**src/rtl/fifo_wptr_full_if.sv**
```systemverilog
// Write-side bundle of the dual-clock FIFO: write request, synchronized read
// pointer in, and the RAM address / Gray pointer / status flags out.
interface fifo_wptr_full_if #(
  parameter int ADDR_WIDTH = 3
);
  logic                  winc;
  logic                  ovf_clr;
  logic [ADDR_WIDTH:0]   wq2_rptr;
  logic [ADDR_WIDTH-1:0] waddr;
  logic [ADDR_WIDTH:0]   wptr;
  logic                  wen;
  logic                  wfull;
  logic                  walmost_full;
  logic [ADDR_WIDTH:0]   wlevel;
  logic                  woverflow;

  modport master (
    output winc, ovf_clr, wq2_rptr,
    input  waddr, wptr, wen, wfull, walmost_full, wlevel, woverflow
  );

  modport slave (
    input  winc, ovf_clr, wq2_rptr,
    output waddr, wptr, wen, wfull, walmost_full, wlevel, woverflow
  );
endinterface

```
**src/rtl/fifo_wptr_full.sv**
```systemverilog
// Write-domain pointer and status generator for the dual-clock FIFO: binary and
// Gray write pointers, full / almost-full / fill level, sticky overflow.
module fifo_wptr_full #(
  parameter int ADDR_WIDTH = 3,
  parameter int AF_MARGIN  = 1
) (
  input logic              clk,
  input logic              rst_n,
  fifo_wptr_full_if.slave  bus
);
  localparam int AW    = ADDR_WIDTH;
  localparam int PW    = ADDR_WIDTH + 1;
  localparam int DEPTH = 1 << ADDR_WIDTH;
  localparam logic [PW-1:0] AF_THRESH = PW'(DEPTH - AF_MARGIN);

  logic [PW-1:0] wbin;
  logic [PW-1:0] wptr_q;
  logic          wfull_q;
  logic          walmost_full_q;
  logic [PW-1:0] wlevel_q;
  logic          woverflow_q;

  logic          wen_int;
  logic [PW-1:0] wbin_next;
  logic [PW-1:0] wgray_next;
  logic [PW-1:0] rbin_s;
  logic [PW-1:0] level_next;
  logic [PW-1:0] full_match;
  logic          wfull_next;
  logic          walmost_full_next;
  logic          woverflow_next;

  // A write attempted while full is dropped here, so the pointer never moves.
  assign wen_int    = bus.winc & ~wfull_q;
  assign wbin_next  = wbin + {{AW{1'b0}}, wen_int};
  assign wgray_next = (wbin_next >> 1) ^ wbin_next;

  always_comb begin
    rbin_s = '0;
    rbin_s[PW-1] = bus.wq2_rptr[PW-1];
    for (int i = PW - 2; i >= 0; i--) begin
      rbin_s[i] = rbin_s[i+1] ^ bus.wq2_rptr[i];
    end
  end

  // Full when the next write pointer equals the read pointer with its two
  // MSBs inverted (Gray form of "one lap ahead").
  assign full_match        = {~bus.wq2_rptr[AW:AW-1], bus.wq2_rptr[AW-2:0]};
  assign wfull_next        = (wgray_next == full_match);
  assign level_next        = wbin_next - rbin_s;
  assign walmost_full_next = (level_next >= AF_THRESH);

  always_comb begin
    woverflow_next = woverflow_q;
    if (bus.winc && wfull_q) begin
      woverflow_next = 1'b1;
    end else if (bus.ovf_clr) begin
      woverflow_next = 1'b0;
    end
  end

  always_ff @(posedge clk or negedge rst_n) begin
    if (!rst_n) begin
      wbin           <= '0;
      wptr_q         <= '0;
      wfull_q        <= 1'b0;
      walmost_full_q <= 1'b0;
      wlevel_q       <= '0;
      woverflow_q    <= 1'b0;
    end else begin
      wbin           <= wbin_next;
      wptr_q         <= wgray_next;
      wfull_q        <= wfull_next;
      walmost_full_q <= walmost_full_next;
      wlevel_q       <= level_next;
      woverflow_q    <= woverflow_next;
    end
  end

  // wptr is driven straight from its flop; the read-domain synchronizer
  // depends on it changing at most one bit per cycle.
  assign bus.waddr        = wbin[AW-1:0];
  assign bus.wptr         = wptr_q;
  assign bus.wen          = wen_int;
  assign bus.wfull        = wfull_q;
  assign bus.walmost_full = walmost_full_q;
  assign bus.wlevel       = wlevel_q;
  assign bus.woverflow    = woverflow_q;
endmodule

```
**src/flat_wrapper.sv**
```systemverilog
// flat-port wrapper written by rule: the top's interface ports become plain ports
module fifo_wptr_full_flat 
#(
  parameter int ADDR_WIDTH = 3,
  parameter int AF_MARGIN  = 1
)
  (clk, rst_n, bus_winc, bus_ovf_clr, bus_wq2_rptr, bus_waddr, bus_wptr, bus_wen, bus_wfull, bus_walmost_full, bus_wlevel, bus_woverflow);
  fifo_wptr_full_if #(.ADDR_WIDTH(ADDR_WIDTH)) bus_i ();
  input logic clk;
  input logic rst_n;
  input wire logic [$bits(bus_i.winc)-1:0] bus_winc;
  input wire logic [$bits(bus_i.ovf_clr)-1:0] bus_ovf_clr;
  input wire logic [$bits(bus_i.wq2_rptr)-1:0] bus_wq2_rptr;
  output wire logic [$bits(bus_i.waddr)-1:0] bus_waddr;
  output wire logic [$bits(bus_i.wptr)-1:0] bus_wptr;
  output wire logic [$bits(bus_i.wen)-1:0] bus_wen;
  output wire logic [$bits(bus_i.wfull)-1:0] bus_wfull;
  output wire logic [$bits(bus_i.walmost_full)-1:0] bus_walmost_full;
  output wire logic [$bits(bus_i.wlevel)-1:0] bus_wlevel;
  output wire logic [$bits(bus_i.woverflow)-1:0] bus_woverflow;
  assign bus_i.winc = bus_winc;
  assign bus_i.ovf_clr = bus_ovf_clr;
  assign bus_i.wq2_rptr = bus_wq2_rptr;
  assign bus_waddr = bus_i.waddr;
  assign bus_wptr = bus_i.wptr;
  assign bus_wen = bus_i.wen;
  assign bus_wfull = bus_i.wfull;
  assign bus_walmost_full = bus_i.walmost_full;
  assign bus_wlevel = bus_i.wlevel;
  assign bus_woverflow = bus_i.woverflow;
  fifo_wptr_full #(.ADDR_WIDTH(ADDR_WIDTH), .AF_MARGIN(AF_MARGIN)) u_core (.clk(clk), .rst_n(rst_n), .bus(bus_i));
endmodule
```
**config.mk**
```make
export PLATFORM = sky130hd
export DESIGN_NAME = fifo_wptr_full_flat
export DESIGN_NICKNAME = d
export VERILOG_FILES = /design/src/rtl/fifo_wptr_full_if.sv /design/src/rtl/fifo_wptr_full.sv /design/src/flat_wrapper.sv
export SDC_FILE = /design/constraint.sdc
export NUM_CORES = 1
export LEC_CHECK = 0
export BUFFER_PORTS_ARGS = -buffer_cell sky130_fd_sc_hd__buf_2
export CELL_PAD_IN_SITES_DETAIL_PLACEMENT = 1
export CELL_PAD_IN_SITES_GLOBAL_PLACEMENT = 1
export CORE_UTILIZATION = 37
export CTS_CLUSTER_SIZE = 24
export DETAILED_ROUTE_END_ITERATION = 7
export PLACE_DENSITY_LB_ADDON = 0.1
export SYNTH_ARGS = -nofsm -noshare
export SYNTH_HDL_FRONTEND = slang
export SYNTH_SLANG_ARGS = --single-unit
```
**constraint.sdc**
```tcl
create_clock -name clk -period 2.36 [get_ports clk]
set_clock_uncertainty 0.05 [all_clocks]
set_input_delay 0.472 -clock clk [delete_from_list [all_inputs] [get_ports clk]]
set_output_delay 0.472 -clock clk [all_outputs]
set_load 0.05 [all_outputs]
```
# Word-level counts from Yosys, hierarchy flattened
# Index checks and enable logic that the tools add are counted.
dict set report classes {
  add_sub_neg 2
  magnitude_cmp 1
  eq_ne 1
  mux 2
  bitwise_logic 7
  n_reduce_logical 2
}
# op n
set ops {}
lappend ops {{adder 4 x 1 -> 4 bit} 1}
lappend ops {{== test 4 bit} 1}
lappend ops {{>= comparator 4 x 3 -> 1 bit, second input constant} 1}
lappend ops {{subtractor 4 bit} 1}
lappend ops {{XOR 3 x 4 -> 4 bit} 1}
lappend ops {{XOR 1 bit} 3}
lappend ops {{2-to-1 mux 1 bit} 2}
lappend ops {{NOT 2 bit} 1}
lappend ops {{nonzero test 2 bit} 1}
lappend ops {{bitwise AND 1 bit} 1}
lappend ops {{logical AND 1 bit} 1}
lappend ops {{NOT 1 bit} 1}
dict set report totals {
  ff_bits 15
  output_inout_bits 15
  wordCells 21
}

# Longest topological paths before layout
# Gate-level depths: netlist (run 1).
dict set report depth {
  ltp_word 5
  depth_mapped 10
  depth_no_buf 10
}

# Worst setup path before layout (run 1)
# Ideal clock, no wire load.
dict set report synth_path {
  kind {reg2reg}
  start {register u_core.wfull_q, in the netlist u_core.bus.wfull}
  end {register u_core.walmost_full_q, in the netlist u_core.bus.walmost_full}
  t_arrival_ns 2.962
  setup_slack_ns -0.783
  path_stages_with_launch 10
  n_path_buf 0
  synth_period_minus_slack_ns 3.143
  cell_sequence {dfrtp_1 > nor2b_1 > ha_1 > ha_1 > inv_1 > fa_1 > xor2_1 > nor3_1 > nor4b_1 > a21oi_1}
}
dict set report synth_via {
  elab_chain_cells 5
}
# item line
set synth_rtl {}
lappend synth_rtl {{from (decl)} fifo_wptr_full.sv:18} ;# logic wfull_q;
lappend synth_rtl {{from (signal assigned)} fifo_wptr_full.sv:73} ;# wfull_q <= wfull_next;
lappend synth_rtl {{NOT 1 bit} fifo_wptr_full.sv:34} ;# assign wen_int = bus.winc & ~wfull_q;
lappend synth_rtl {{bitwise AND 1 bit} fifo_wptr_full.sv:34}
lappend synth_rtl {{via bus_wen} flat_wrapper.sv:16} ;# output wire logic [$bits(bus_i.wen)-1:0] bus_wen;
lappend synth_rtl {{adder 4 x 1 -> 4 bit} fifo_wptr_full.sv:35} ;# assign wbin_next = wbin + {{AW{1'b0}}, wen_int};
lappend synth_rtl {{via u_core.wbin_next[1]} fifo_wptr_full.sv:24} ;# logic [PW-1:0] wbin_next;
lappend synth_rtl {{subtractor 4 bit} fifo_wptr_full.sv:50} ;# assign level_next = wbin_next - rbin_s;
lappend synth_rtl {{>= comparator 4 x 3 -> 1 bit} fifo_wptr_full.sv:51} ;# assign walmost_full_next = (level_next >= AF_THRESH);
lappend synth_rtl {{via u_core.walmost_full_next} fifo_wptr_full.sv:30} ;# logic walmost_full_next;
lappend synth_rtl {{to (signal assigned)} fifo_wptr_full.sv:74} ;# walmost_full_q <= walmost_full_next;
lappend synth_rtl {{to (decl)} fifo_wptr_full.sv:19} ;# logic walmost_full_q;
# The timed path passes the listed nets, and every way through them passes these cells.
# A chain may end at the register's enable or synchronous reset.

# Final worst setup path (run 1)
dict set report layout_path {
  start {input port bus_wq2_rptr[3]}
  end {register u_core.walmost_full_q, in the netlist u_core.bus.walmost_full}
}
dict set report layout_via {
  elab_chain_cells 5
}
# item line
set layout_rtl {}
lappend layout_rtl {{from (decl)} flat_wrapper.sv:13} ;# input wire logic [$bits(bus_i.wq2_rptr)-1:0] bus_wq2_rptr;
lappend layout_rtl {{XOR 1 bit (3 in series)} fifo_wptr_full.sv:42} ;# rbin_s[i] = rbin_s[i+1] ^ bus.wq2_rptr[i];
lappend layout_rtl {{subtractor 4 bit *} fifo_wptr_full.sv:50}
lappend layout_rtl {{>= comparator 4 x 3 -> 1 bit *} fifo_wptr_full.sv:51}
lappend layout_rtl {{via u_core.walmost_full_next} fifo_wptr_full.sv:30}
# The timed path passes the listed nets; every way through them passes the cells marked *.

==> results of run 1 <==
[cell families after synthesis]
group	after synthesis
xor gates and xnor gates	14
DFF	14
adders and majority gates	6
buffers and inverters	10
AOI/OAI and AO/OA	5
and+or+nand+nor	9
[metrics by stage]
step | util | hold slack (ps) | setup TNS (ps) | area (sq um) | cells
3_3_place_gp | 0.5440 | 331.9 | -202.1 | 959.7 | 114
4_1_cts | 0.5589 | 36.28 | 0 | 985.9 | 118
6_report | 0.5702 | 21.32 | 0 | 1006 | 118
3_5_place_dp | 0.5440 | 340.2 | -255.3 | 959.7 | 114
2_1_floorplan | - | 126.4 | -102.1 | 748.2 | 58
5_1_grt | 0.5702 | 33.50 | -12.11 | 1006 | 118
[worst reg2reg max path: stages (launching register included)]
cell and delay (ps):
dfrtp_2 440, nor2b_4 140, ha_4 150, ha_4 130, xnor2_2 120, inv_1 100
ha_1 340, xor2_2 200, nor3_2 70, nor4b_1 290, a21oi_1 70
[flip-flops by register name, summed over array words and instances (netlist names)]
| name | count |
|---|---|
| u_core.bus.wfull | 1 |
| u_core.bus.walmost_full | 1 |
| u_core.bus.woverflow | 1 |
| u_core.bus.wptr | 3 |
| u_core.wbin | 4 |
| u_core.bus.wlevel | 4 |
[path summary, 6_finish.rpt]
kind / slack [ps] / depth (start not counted) / end
setup / recovery: 110 / 10 / u_core.bus.walmost_full
hold / removal: 20 / 1 / u_core.wbin[1]
setup reg to reg: 150 / 10 / u_core.bus.walmost_full
hold reg to reg: 480 / 2 / u_core.bus.woverflow
max in group asynchronous: 1990 / 1 / u_core.bus.wfull
min in group clk: 360 / 2 / u_core.bus.woverflow
[metal layers]
| layer | vias to the layer above | routed length [microns] | global-route usage | part of all wire |
|---|---|---|---|---|
| met1 | 260 | 573 | 0.1679 | 0.40 |
| met5 | - | 0 | 0 | 0 |
| met3 | 2 | 54 | 0.03571 | 0.038 |
| li1 | 253 | - | - | - |
| met4 | 0 | 15 | 0.08824 | 0.010 |
| met2 | 13 | 788 | 0.2986 | 0.55 |
[cell type report]
cell class	count	area (sq um)
multi-input combinational	34	377.9
timing repair buffer	32	185.2
sequential	14	351.6
inverter	9	33.78
clock buffer	4	26.28
fill	208	758.2
tap	25	31.28
[cells in the final DEF (no fill, tap or decap)]
cell and instances:
clkbuf_1 1, nand2_1 2, dfrtp_2 1, xnor3_1 2
dfrtp_1 13, and3_2 1, o21ai_0 1, xor2_2 1
xnor2_1 4, nor3_2 1, xor2_1 5, ha_1 3
buf_4 10, nor4b_1 1, a21oi_1 2, nor2b_4 1
nor2b_1 1, o21ai_1 1, nand3_1 1, a211oi_2 1
inv_1 9, buf_2 22, xnor2_2 2, ha_4 2
or3_1 1, fa_1 1, clkbuf_4 3
[timing repair]
| item | CTS | global route |
|---|---|---|
| endpoints found under the setup margin | 0 | 1 |
| endpoints found under the hold margin | 0 | 0 |
| resized for setup | 0 | 4 |
==> results.toml, run 1 <==
[hold_path]
hp-class = "in -> async"

[worst_setup_path]
end_kind = "register"
path_max_fanout = 2
slowest_delay_ps = 410
crit_start = "bus_wq2_rptr[3]"
setup.worst_path.start_class = "primary input"
r2r-start = "u_core.bus.wfull"
crit_chain = "buf_2, xnor2_2, xor2_1, xnor2_1, ha_1, fa_1, xor2_2, nor3_2, nor4b_1, a21oi_1"
required_ps = 2470
worstSetupPathType = "in -> reg"
slowest_stage = "fa_1"
critPathTopFamily = "XOR/XNOR gates"
arrival_ps = 2360
cp_num_buf_inv = 1

[sta]
worst_pin_slew_ps = 306.2
fin_crit_sh = 0.9527
period_minus_slack_ps = 2248
hold_viol_final = 0
relSlewSlack = 0.7959
fin_ws_ps = 111.7
setup_violations = 0
timing.fmax_mhz = 444.8
drv_slew = 0

[clocking]
clk_latency_ps = 280
cts_made_buffers = 3
post_cts_buffers = 0
cts_hold_repair.buffers = 0
clk_root_buffer_cell = "clkbuf_4"
clock_sinks = 14
htreeDepth = 1
cts_tree = "built"
clockBufferDepth = 2
clk_pin_slew_ps = 90

[global_route]
grt_pass1_vias = 594
grt_max_degree = 15
grt-ovfl-total = 0
grt_pass1_wl_mm = 2.352
grt_antenna_before_repair = 0
grt.total_usage = 0.1627

[die]
coreArea_sq_um = 1764
die_area_sq_um = 2110
io_pins = 23
die_h_microns = 45.94
chipWidth_microns = 45.94
start_util = 0.4050
core.rowCount = 15

[route]
wire_per_inst_microns = 12.14
via_count = 528
totalWireLength_mm = 1.432
first_pass_iters = 3
drc = 0
drtAntennaViolNets = 0
drt_iter0_markers = 5
vias_per_cell = 4.475

[yosys]
yosys_most_used_dff = "dfrtp_1"
synth-compound-area-share = 0.04553
synthMuxAreaShare = 0
synth-xor-area-share = 0.2207
synth_top_family_by_area = "XOR/XNOR gates"
synthesis.area_sq_um = 714.4
ys_seq_area_frac = 0.4904
synth-adder-area-share = 0.1156
netlist.area_leader.share = 0.4904
yosys_register_bits = 14
synth_top_cells_by_count = "14 x dfrtp_1, 9 x inv_1, 6 x xor2_1, 5 x ha_1, 5 x xnor2_1"
ys_top_cells_by_area = "dfrtp_1 49%, ha_1 8.8%, xor2_1 7.4%, xnor3_1 6.3%, xnor2_1 6.1%"
async_flop_share = 1.000
synth_edf_count = 0
yosys.area_share.simple = 0.07356
avgSynthCellArea_sq_um = 12.32
synth_nets = 72
synth_area_leader_cell = "dfrtp_1"
syn_inst = 58
synth_most_common_cell = "dfrtp_1"
yosysWarnings = 0
synthDistinctLibCells = 19

[placed_design]
post-dp-hpwl_mm = 1.214
gp_congestion = 0.6587
port_buffers = 22
dp_slack_ps = -255.3

[finish]
antenna_cells = 0
area_growth_pct = 40.80
drive_gt1_frac = 0.4839
nets = 108

[run_status]
status = "finished, final reports clean"

[job]
max_cap_violations = 0
Power of run 1 is left out: the tool's default activity adds up to more than one toggle a clock period on the data nets, which glitch-free logic cannot reach.
==> inputs of run 2 (changes only) <==
--- a/config.mk
+++ b/config.mk
@@ -12,6 +12,7 @@
 export CTS_CLUSTER_SIZE = 24
 export DETAILED_ROUTE_END_ITERATION = 7
 export PLACE_DENSITY_LB_ADDON = 0.1
+export REMOVE_ABC_BUFFERS = 1
 export SYNTH_ARGS = -nofsm -noshare
 export SYNTH_HDL_FRONTEND = slang
 export SYNTH_SLANG_ARGS = --single-unit
==> results.toml, run 2 (same netlist as run 1, synthesis figures left out) <==
[sta]
holdWs_ps = 20.27
relSlewSlack = 0.7932
rsz0062_at_grt = "no"
period_minus_slack_ps = 2218
hold_viol_final = 0
timing.fmax_mhz = 450.8
final.setup.tns_ps = 0
setup_violations = 0
worst_pin_slew_ps = 307.0
fin_crit_sh = 0.9398
drv_slew = 0

[global_route]
grt_max_degree = 15
grt_pass1_wl_mm = 2.263
grt.total_usage = 0.1632
grt-ovfl-total = 0
grt_antenna_before_repair = 0
grt_pass1_vias = 507

[die]
die_area_sq_um = 2110
chipWidth_microns = 45.94
core.rowCount = 15
coreArea_sq_um = 1764
io_pins = 23
start_util = 0.4050
die_h_microns = 45.94

[worst_setup_path]
reg2reg_to = "u_core.bus.walmost_full"
rrSetupSlack_ps = 140
end_kind = "register"
path_max_fanout = 3
r2r-start = "u_core.bus.wfull"
required_ps = 2480
setup.worst_path.start_class = "register"
arrival_ps = 2330
reg2regPathDepth = 8
worstSetupPathType = "reg -> reg"

[clocking]
clk_pin_slew_ps = 90
cts_tree = "built"
clk_root_buffer_cell = "clkbuf_4"
clk_latency_ps = 280
cts_made_buffers = 3
clockBufferDepth = 2
htreeDepth = 1
clock_sinks = 14

[route]
drc = 0
wire_per_inst_microns = 11.92
via_count = 512
vias_per_cell = 4.376
drt_iter0_markers = 1
totalWireLength_mm = 1.395
first_pass_iters = 2
drtAntennaViolNets = 0

[placed_design]
port_buffers = 22
post-dp-hpwl_mm = 1.057
gp_congestion = 0.6477

[finish]
area_growth_pct = 42.21
drive_gt1_frac = 0.5109
final_cell_mix = "22 x buf_2, 14 x dfrtp_1, 9 x inv_1, 9 x buf_4"
antenna_cells = 0
nets = 107
post-route-util = 0.5759
layout_commonest_cell = "buf_2"

[hold_path]
hp-class = "in -> async"

[job]
max_cap_violations = 0

[run_status]
status = "finished, final reports clean"
## run 2: critical path: stages, from the launching register on
cell and delay, ps:
dfrtp_1 410, nor2b_2 130, ha_2 190, ha_2 290, ha_1 300, nor2b_1 130, o21ai_0 270, nor4b_1 280
a21oi_1 70
## run 2: layout make-up
cell class | instances | area, sq um
fillers | 207 | 748.2
multi-input cells | 34 | 386.6
flip-flops and latches | 14 | 350.3
repair buffers | 31 | 177.7
clock buffers | 4 | 36.28
inverters | 9 | 33.78
well taps | 25 | 31.28
## run 2: what timing repair did
item	4_1_cts	5_1_grt
setup endpoints to repair	1	1
gates resized for setup	0	10
pin swaps	1	2
buffers inserted	1	1
hold buffers	0	0
## run 2: worst max path at each step
stage | to | startpoint | cells past startpoint | slack [ps]
after floorplan | u_core.bus.walmost_full | u_core.bus.wfull | 9 | -780
after global placement | u_core.bus.walmost_full | bus_wq2_rptr[3] | 10 | -250
after detailed placement | u_core.bus.walmost_full | bus_wq2_rptr[3] | 10 | -340
after CTS | u_core.bus.walmost_full | bus_wq2_rptr[3] | 10 | 30
after global routing | u_core.bus.walmost_full | u_core.bus.wfull | 8 | 9
final | u_core.bus.walmost_full | u_core.bus.wfull | 8 | 140
## run 2: metrics by stage
| step | instance area (sq um) | setup WS, ps | instances |
|---|---|---|---|
| 3_3_place_gp | 903.4 | -245.3 | 111 |
| 3_5_place_dp | 903.4 | -342.3 | 111 |
| 2_1_floorplan | 709.4 | -783.3 | 57 |
| 6_report | 1016 | 142.0 | 117 |
| 5_1_grt | 1016 | 9.210 | 117 |
| 4_1_cts | 947.2 | 34.40 | 116 |
## run 2: metal layers
metal	wire (microns)	GRT usage
met5	0	0
met4	15	0.07059
met3	52	0.04762
met2	710	0.2732
met1	616	0.1924
Power of run 2 is left out for the same reason.
==> inputs of run 3 (changes only) <==
--- a/config.mk
+++ b/config.mk
@@ -5,12 +5,12 @@
 export SDC_FILE = /design/constraint.sdc
 export NUM_CORES = 1
 export LEC_CHECK = 0
-export BUFFER_PORTS_ARGS = -buffer_cell sky130_fd_sc_hd__buf_2
 export CELL_PAD_IN_SITES_DETAIL_PLACEMENT = 1
 export CELL_PAD_IN_SITES_GLOBAL_PLACEMENT = 1
-export CORE_UTILIZATION = 37
+export CORE_UTILIZATION = 45
 export CTS_CLUSTER_SIZE = 24
 export DETAILED_ROUTE_END_ITERATION = 7
+export DONT_BUFFER_PORTS = 1
 export PLACE_DENSITY_LB_ADDON = 0.1
 export REMOVE_ABC_BUFFERS = 1
 export SYNTH_ARGS = -nofsm -noshare
==> results.toml, run 3 (same netlist as run 1, synthesis figures left out) <==
[worst_setup_path]
arrival_ps = 2430
slowest_stage = "dfrtp_1"
reg2regPathDepth = 10
setup.worst_path.start_class = "register"
critPathTopFamily = "adder cells"
required_ps = 2460
slowest_delay_ps = 400
cp_num_buf_inv = 1
rrSetupSlack_ps = 40
cp_common_cell = "ha_4"
path_max_fanout = 2
r2r-start = "u_core.bus.wfull"
end_kind = "register"
crit_chain = "nor2b_2, ha_4, ha_2, xnor2_2, inv_1, ha_4, xor2_1, nor3_1, nor4b_1, a21oi_1"
reg2reg_to = "u_core.bus.walmost_full"
worstSetupPathType = "reg -> reg"

[placed_design]
dp_slack_ps = -107.9
gp_congestion = 0.7363
post-dp-hpwl_mm = 1.102
dp.cells = 85
dpl_cell_area_sq_um = 819.5
port_buffers = 0

[sta]
hold_viol_final = 0
period_minus_slack_ps = 2324
fin_ws_ps = 35.81
fin_crit_sh = 0.9848
worst_pin_slew_ps = 629.1
setup_violations = 0
drv_slew = 0
relSlewSlack = 0.5792
timing.fmax_mhz = 430.3

[finish]
drive_gt1_frac = 0.3421
post-route-util = 0.6134
antenna_cells = 0
final_cell_mix = "14 x buf_4, 14 x dfrtp_1, 9 x inv_1"
nets = 91
area_growth_pct = 27.85
design_area_sq_um = 913.4
fin_cells = 92

[route]
drc = 0
drt_iter0_markers = 2
totalWireLength_mm = 1.477
first_pass_iters = 6
vias_per_cell = 5.076
wire_per_inst_microns = 16.05
via_count = 467
drtAntennaViolNets = 0

[run_status]
status = "finished, final reports clean"

[die]
chipWidth_microns = 41.85
start_util = 0.4798
die_area_sq_um = 1751
die_h_microns = 41.85
coreArea_sq_um = 1489
core.rowCount = 14
io_pins = 23

[clocking]
clockBufferDepth = 2
cts_made_buffers = 3
clock_sinks = 14
htreeDepth = 1
cts_tree = "built"
clk_pin_slew_ps = 90
clk_root_buffer_cell = "clkbuf_4"
clk_latency_ps = 280

[global_route]
grt-ovfl-total = 0
grt_pass1_vias = 510
grt_max_degree = 15
grt_antenna_before_repair = 0
grt.total_usage = 0.1860
grt_pass1_wl_mm = 2.332

[hold_path]
hp-class = "in -> reg"
holdPathEnd = "u_core.bus.woverflow"
min-delay-start = "bus_ovf_clr"
whs_path_depth = 1

[job]
max_cap_violations = 0
run 3: changes by cell type in the layout (fill, tap and decap cells not counted):
cell           delta
xnor2_1           +1
xor2_1            +2
dlygate4sd3_1     +1
buf_2            -22
o21ai_1           +1
o21ai_0           -1
xor2_2            -2
nor3_2            -1
nor3_1            +1
ha_2              -1
xnor2_4           -1
ha_4              +1
buf_4             +5
run 3: layout make-up:
class / instances / area [sq um]
fillers: 154 / 575.6
multi-input cells: 34 / 357.8
flip-flops and latches: 14 / 350.3
repair buffers: 15 / 115.1
clock buffers: 4 / 36.28
inverters: 9 / 33.78
well taps: 16 / 20.02
run 3: stage by stage:
step / hold slack, ps / TNS, ps
3_3_place_gp: 126.7 / -53.09
2_1_floorplan: 126.4 / -2784
5_1_grt: 244.7 / -89.98
3_5_place_dp: 126.7 / -127.3
6_report: 253.9 / 0
4_1_cts: 261.5 / 0
run 3: how the worst max path moves through the flow:
| stage | depth (start not counted) | end | start |
|---|---|---|---|
| 4_1_cts | 10 | u_core.bus.walmost_full | u_core.bus.wfull |
| 3_3_place_gp | 9 | u_core.bus.walmost_full | bus_wq2_rptr[3] |
| 3_5_place_dp | 9 | u_core.bus.walmost_full | bus_winc |
| 5_1_grt | 10 | u_core.bus.walmost_full | u_core.bus.wfull |
| 6_report | 10 | u_core.bus.walmost_full | u_core.bus.wfull |
| 2_1_floorplan | 9 | u_core.bus.walmost_full | u_core.bus.wfull |
run 3: layer usage:
metal  wire, microns  global-route usage
met2             776              0.2844
met1             583              0.2222
met5               0                   0
met3              74             0.06522
met4              43              0.1161
run 3: what timing repair did:
item | CTS | global route
hold endpoints to repair | 14 | 0
buffers inserted | 0 | 2
gates resized for setup | 0 | 6
setup endpoints to repair | 0 | 2
hold buffers | 1 | 0
Power of run 3 is left out for the same reason.
